==> src/rtl/disp_sched_pkg.sv <==
// Shared types and helpers for the display source scheduler.
package disp_sched_pkg;

  typedef enum logic {IDLE = 1'b0, SHOW = 1'b1} state_e;

  localparam int NUM_W   = 14;
  localparam int MAX_REQ = 32;

  // Clamp a display value to the largest value the 4 digits may show.
  function automatic logic [NUM_W-1:0] sat(input logic [NUM_W-1:0] v,
                                           input logic [NUM_W-1:0] max_val);
    return (v > max_val) ? max_val : v;
  endfunction

  // Isolate the lowest set bit: index 0 is the highest-priority requester.
  function automatic logic [MAX_REQ-1:0] prio_onehot(input logic [MAX_REQ-1:0] r);
    return r & (~r + 1'b1);
  endfunction

endpackage

==> src/rtl/disp_hold_timer.sv <==
// Loadable down-counter with a zero flag; a load takes precedence over a decrement.
module disp_hold_timer #(
  parameter int W = 8
) (
  input  logic         clk_500Hz,
  input  logic         rst,
  input  logic         load_i,
  input  logic [W-1:0] load_val_i,
  input  logic         dec_i,
  output logic         zero_o
);

  logic [W-1:0] cnt_q, cnt_d;

  always_comb begin
    cnt_d = cnt_q;
    if (load_i) begin
      cnt_d = load_val_i;
    end else if (dec_i && (cnt_q != '0)) begin
      cnt_d = cnt_q - 1'b1;
    end
  end

  always_ff @(posedge clk_500Hz or posedge rst) begin
    if (rst) begin
      cnt_q <= '0;
    end else begin
      cnt_q <= cnt_d;
    end
  end

  assign zero_o = (cnt_q == '0);

endmodule

==> src/rtl/disp_source_sched.sv <==
// Fixed-priority owner selection for the shared 7-segment display with a minimum hold time.
// Optional per-source blinking is compiled in when DISP_BLINK_EN is defined.
module disp_source_sched
  import disp_sched_pkg::*;
#(
  parameter int N_REQ      = 3,
  parameter int MIN_HOLD   = 250,
  parameter int BLINK_HALF = 125,
  parameter int MAX_VAL    = 9999
) (
  input  logic                   clk_500Hz,
  input  logic                   rst,
  input  logic [N_REQ-1:0]       req,
  input  logic [NUM_W*N_REQ-1:0] num,
`ifdef DISP_BLINK_EN
  input  logic [N_REQ-1:0]       blink_req,
`endif
  output logic [N_REQ-1:0]       grant,
  output logic [N_REQ-1:0]       released,
  output logic [NUM_W-1:0]       disp_number,
  output logic                   disp_blank
);

  localparam int HOLD_LD = (MIN_HOLD < 1) ? 1 : MIN_HOLD;
  localparam int HOLD_W  = $clog2(HOLD_LD + 1);
  localparam logic [HOLD_W-1:0] HOLD_RELOAD = HOLD_W'(HOLD_LD - 1);
  localparam logic [NUM_W-1:0]  MAXV = NUM_W'(MAX_VAL);

  state_e             state_q, state_d;
  logic [N_REQ-1:0]   grant_q, grant_d;
  logic [N_REQ-1:0]   released_q, released_d;
  logic [NUM_W-1:0]   number_q, number_d;
  logic               blank_q, blank_d;

  logic [MAX_REQ-1:0] win_oh_full;
  logic               unused_win_hi;
  logic [N_REQ-1:0]   win_oh;
  logic [NUM_W-1:0]   win_num, own_num;
  logic               any_req, own_req, hi_req;
  logic               hold_load, hold_dec, hold_zero;

  assign win_oh_full   = prio_onehot(MAX_REQ'(req));
  assign win_oh        = win_oh_full[N_REQ-1:0];
  assign unused_win_hi = |win_oh_full[MAX_REQ-1:N_REQ];

  assign any_req = |req;
  assign own_req = |(req & grant_q);
  // Bits below the owner's index are the higher-priority sources.
  assign hi_req  = |(req & (grant_q - 1'b1));

  always_comb begin
    win_num = '0;
    own_num = '0;
    for (int i = 0; i < N_REQ; i++) begin
      if (win_oh[i])  win_num = num[NUM_W*i +: NUM_W];
      if (grant_q[i]) own_num = num[NUM_W*i +: NUM_W];
    end
  end

  disp_hold_timer #(.W(HOLD_W)) u_hold (
    .clk_500Hz  (clk_500Hz),
    .rst        (rst),
    .load_i     (hold_load),
    .load_val_i (HOLD_RELOAD),
    .dec_i      (hold_dec),
    .zero_o     (hold_zero)
  );

`ifdef DISP_BLINK_EN
  localparam int BL_LD = (BLINK_HALF < 1) ? 1 : BLINK_HALF;
  localparam int BL_W  = $clog2(BL_LD + 1);
  localparam logic [BL_W-1:0] BL_RELOAD = BL_W'(BL_LD - 1);

  logic phase_q, phase_d;
  logic grant_chg, blink_load, blink_dec, blink_zero;

  disp_hold_timer #(.W(BL_W)) u_blink (
    .clk_500Hz  (clk_500Hz),
    .rst        (rst),
    .load_i     (blink_load),
    .load_val_i (BL_RELOAD),
    .dec_i      (blink_dec),
    .zero_o     (blink_zero)
  );
`endif

  always_comb begin
    state_d    = state_q;
    grant_d    = grant_q;
    released_d = '0;
    number_d   = number_q;
    blank_d    = blank_q;
    hold_load  = 1'b0;
    hold_dec   = 1'b0;
    case (state_q)
      IDLE: begin
        grant_d  = '0;
        number_d = '0;
        blank_d  = 1'b1;
        if (any_req) begin
          state_d   = SHOW;
          grant_d   = win_oh;
          number_d  = sat(win_num, MAXV);
          blank_d   = 1'b0;
          hold_load = 1'b1;
        end
      end
      SHOW: begin
        blank_d = 1'b0;
        if (own_req) number_d = sat(own_num, MAXV);
        if (!hold_zero) begin
          hold_dec = 1'b1;
        end else if (hi_req || !own_req) begin
          // Hand over without an idle gap when anyone else is waiting.
          released_d = grant_q;
          if (any_req) begin
            grant_d   = win_oh;
            number_d  = sat(win_num, MAXV);
            hold_load = 1'b1;
          end else begin
            state_d  = IDLE;
            grant_d  = '0;
            number_d = '0;
            blank_d  = 1'b1;
          end
        end
      end
      default: state_d = IDLE;
    endcase
`ifdef DISP_BLINK_EN
    grant_chg  = (grant_d != grant_q);
    blink_load = grant_chg || ((state_q == SHOW) && blink_zero);
    blink_dec  = (state_q == SHOW);
    phase_d    = phase_q;
    if (grant_chg) begin
      phase_d = 1'b0;
    end else if ((state_q == SHOW) && blink_zero) begin
      phase_d = ~phase_q;
    end
    if (state_d == SHOW) blank_d = (|(blink_req & grant_d)) & phase_d;
`endif
  end

  always_ff @(posedge clk_500Hz or posedge rst) begin
    if (rst) begin
      state_q    <= IDLE;
      grant_q    <= '0;
      released_q <= '0;
      number_q   <= '0;
      blank_q    <= 1'b1;
`ifdef DISP_BLINK_EN
      phase_q    <= 1'b0;
`endif
    end else begin
      state_q    <= state_d;
      grant_q    <= grant_d;
      released_q <= released_d;
      number_q   <= number_d;
      blank_q    <= blank_d;
`ifdef DISP_BLINK_EN
      phase_q    <= phase_d;
`endif
    end
  end

  assign grant       = grant_q;
  assign released    = released_q;
  assign disp_number = number_q;
  assign disp_blank  = blank_q;

endmodule

==> config.mk <==
export PLATFORM = sky130hd
export DESIGN_NAME = disp_source_sched
export DESIGN_NICKNAME = d
export VERILOG_FILES = /design/src/rtl/disp_sched_pkg.sv /design/src/rtl/disp_hold_timer.sv /design/src/rtl/disp_source_sched.sv
export SDC_FILE = /design/constraint.sdc
export NUM_CORES = 1
export LEC_CHECK = 0
export CORE_UTILIZATION = 40
export DETAILED_ROUTE_END_ITERATION = 10
export GPL_TIMING_DRIVEN = 0
export PLACE_DENSITY = 0.71
export SYNTH_ARGS = -nofsm -noshare
export SYNTH_HDL_FRONTEND = slang
export SYNTH_SLANG_ARGS = --single-unit
==> constraint.sdc <==
create_clock -name clk_500Hz -period 7.52 [get_ports clk_500Hz]
set_input_delay 0.752 -clock clk_500Hz [delete_from_list [all_inputs] [get_ports clk_500Hz]]
set_output_delay 0.752 -clock clk_500Hz [all_outputs]
set_load 0.005 [all_outputs]
==> results.cfg <==
[outcome]
status = finished clean

[pwr]
irDropWorstVdd_v = 0.0000979
p_sw_w = 0.000200
clock_power_share_pct = 23.0
comb_power_share_pct = 37.9
power.total_w = 0.000597
seqPwrFrac_pct = 39.1
pwr_density_cell_nw_per_um2 = 199
p_int_w = 0.000396
switching_share_pct = 33.6
leakagePower_nw = 1.16

[detailed_routing]
first_pass_iters = 5
drt-total-wl_mm = 6.89
vias_per_cell = 5.82
wl_per_cell_um = 17.1
drc = 0
ant_nets = 0
drt_iter0_drc = 237
vias = 2341

[timing]
setup_tns_ns = 0
worst_slew_pin_slew_ns = 1.16
final-hold-violation-count = 0
max_slew_margin_pct = 22.9
finalClockSkew_ns = 0.00652
finalCritPeriodShare_pct = 44.5
layout_min_cycle_time_ns = 3.35
final-setup-viol-count = 0
slew_viol_final = 0
rsz0062_at_grt = false
clock.fmax_mhz = 299

[critical_path]
reg2regPathDepth = 10
startpoint = grant[1]
regToRegEndpoint = disp_number[4]
crit_required_ns = 7.69
critPathMaxFanout = 10
critPathCaptureType = register
critPathLaunchType = register
reg2reg_from = grant[1]
worstSetupPathType = reg -> reg
reg2reg_slack_ns = 4.17
cp.arrival_ns = 3.52

[synthesis]
synthFlopType = dfrtp_1
synthCells = 257
synthArstFlopShare_pct = 100
syn_nets = 307
synth-edff-count = 0
avgSynthCellArea_um2 = 8.35
ys_seq_area_share_pct = 35.0
netlist_area_um2 = 2150
synth_cell_types = 47
ys_ff_latch = 30
yosys_warnings = 0

[global_routing]
grt.overflow.total = 0
grt_pass1_vias = 2236
track_usage_pct = 26.3
grt_max_degree = 31
grt_pass1_wl_mm = 11.1
antenna_found_initial = 0

[die]
rows = 26
initial_core_util_pct = 41.8
die_y_um = 75.3
ioPinCount = 68
fp.dieArea_um2 = 5660
die_w_um = 75.3
core_area_um2 = 5140

[clocking]
worstSkewPairLatency_ns = 0.29
cts_hold_buf = 0
cts_sinks = 30
cts_tree = yes
ctsResizeCount = 0
cts_root_buf = clkbuf_8
cts_setup_buffers = 0
cts_buffers = 5
path_clk_slew_ns = 0.07
cts_buffer_depth = 2
cts_max_level = 2

[min_path]
hp-class = reg -> reg
hold_start = disp_number[13]
holdPathStages = 2
hold-path-endpoint = disp_number[13]

[placed_design]
gp_congestion = 0.898
detailed_place_hpwl_mm = 5.06
port_buffers = 67

[cells_and_area]
final_nets = 381
synthToLayoutAreaGrowth_pct = 39.5
nFillCells = 491
diodes = 0
post_route_cells_drive_above_1_share_pct = 5.12

[job]
drv_cap = 0
cells by family (layout without fill, tap and decap cells):
| kind of cell | Yosys count | count (layout) | synth area share, % |
|---|---|---|---|
| DFF | 30 | 30 | 35.0 |
| buffers and inverters | 27 | 102 | 4.84 |
| adders and majority gates | 3 | 3 | 1.75 |
| xor gates and xnor gates | 5 | 5 | 2.04 |
| and+or+nand+nor | 97 | 97 | 26.0 |
| AOI/OAI and AO/OA | 95 | 95 | 30.3 |
worst max path at each step:
stage,slack (ns),end
4_1_cts,4.19,disp_number[4]
3_3_place_gp,4.05,disp_number[4]
3_5_place_dp,4.00,disp_number[4]
5_1_grt,3.92,disp_number[4]
6_report,4.17,disp_number[4]
2_1_floorplan,4.80,disp_number[4]
critical path, cell delays in order (launching register included):
cell and delay [ns]:
dfrtp_1 0.34, clkbuf_1 0.32, clkbuf_1 0.50, inv_1 0.11
ha_1 0.22, xor2_1 0.15, a2111oi_2 0.61, o21a_1 0.43
nor2_4 0.11, and3_1 0.17, a221o_1 0.27
power by group through the flow:
stage / combinational, W / sequential, W / clock, W
2_1_floorplan: 0.000126 / 0.000230 / 0
3_3_place_gp: 0.000218 / 0.000234 / 0
3_5_place_dp: 0.000225 / 0.000235 / 0
4_1_cts: 0.000226 / 0.000233 / 0.000137
5_1_grt: 0.000251 / 0.000239 / 0.000144
6_report: 0.000226 / 0.000234 / 0.000137
per-stage QoR:
step | setup slack (ns) | hold slack [ns] | utilization, % | cell area (um2) | cells
floorplan | 4.80 | 0.505 | - | 2150 | 257
global placement | 4.05 | 0.531 | 56.5 | 2910 | 394
detailed placement | 4.00 | 0.528 | 56.5 | 2910 | 394
CTS | 4.19 | 0.548 | 58.3 | 3000 | 402
global route | 3.92 | 0.558 | 58.3 | 3000 | 402
finish | 4.17 | 0.551 | 58.3 | 3000 | 402
metal layers:
metal / GRT usage, % / share of wire, % / vias up
met3: 4.15 / 5.9 / 8
met4: 5.76 / 0.70 / 0
met5: 0 / 0 / -
li1: - / - / 1110
met1: 37.4 / 47 / 1123
met2: 42.3 / 47 / 100
area by class of cell:
class | count | area, um2 | area share, %
Inverter | 10 | 37.5 | 1.25
Timing Repair Buffer | 67 | 671 | 22.4
Buffer | 17 | 66.3 | 2.21
Tap cell | 70 | 87.6 | 2.92
Sequential cell | 30 | 752 | 25.1
Multi-Input combinational cell | 200 | 1290 | 43.1
Clock buffer | 8 | 90.1 | 3.01
cell usage after synthesis (2+ instances only):
master	n	share of area (%)
nand3_1	5	1.2
nor2_1	19	3.3
nand4_1	2	0.58
and3_1	4	1.2
dfrtp_1	29	34
o22ai_1	5	1.5
nand3b_1	21	7.3
a2bb2oi_1	10	4.1
nand2_1	11	1.9
a22o_1	2	0.82
a32oi_1	2	0.82
a22oi_1	5	1.7
and2_1	3	0.87
o21a_1	2	0.70
nor4_1	3	0.87
a21oi_1	37	8.6
ha_1	3	1.7
o221ai_1	2	0.82
clkbuf_1	15	2.6
nor3_1	8	1.9
inv_1	10	1.7
xor2_1	2	0.82
buf_2	2	0.47
nor2b_1	11	3.2
nor3b_1	3	1.0
a221o_1	5	2.3
xnor2_1	3	1.2
o21ai_0	12	2.8
a221oi_1	3	1.2
cells in the final DEF (no fill, tap or decap), types with 11 or more instances in the layout:
cell / n
nor2_1: 19
clkdlybuf4s50_1: 67
dfrtp_1: 29
nor2b_1: 11
a21oi_1: 37
clkbuf_1: 17
o21ai_0: 12
nand3b_1: 21
nand2_1: 11
state kept, by name, indices dropped and copies added, names as in the netlist:
| register | flops |
|---|---|
| grant | 3 |
| released | 3 |
| disp_blank | 1 |
| u_hold.cnt_q | 8 |
| state_q | 1 |
| disp_number | 14 |
(Power assumes the default switching activity.)
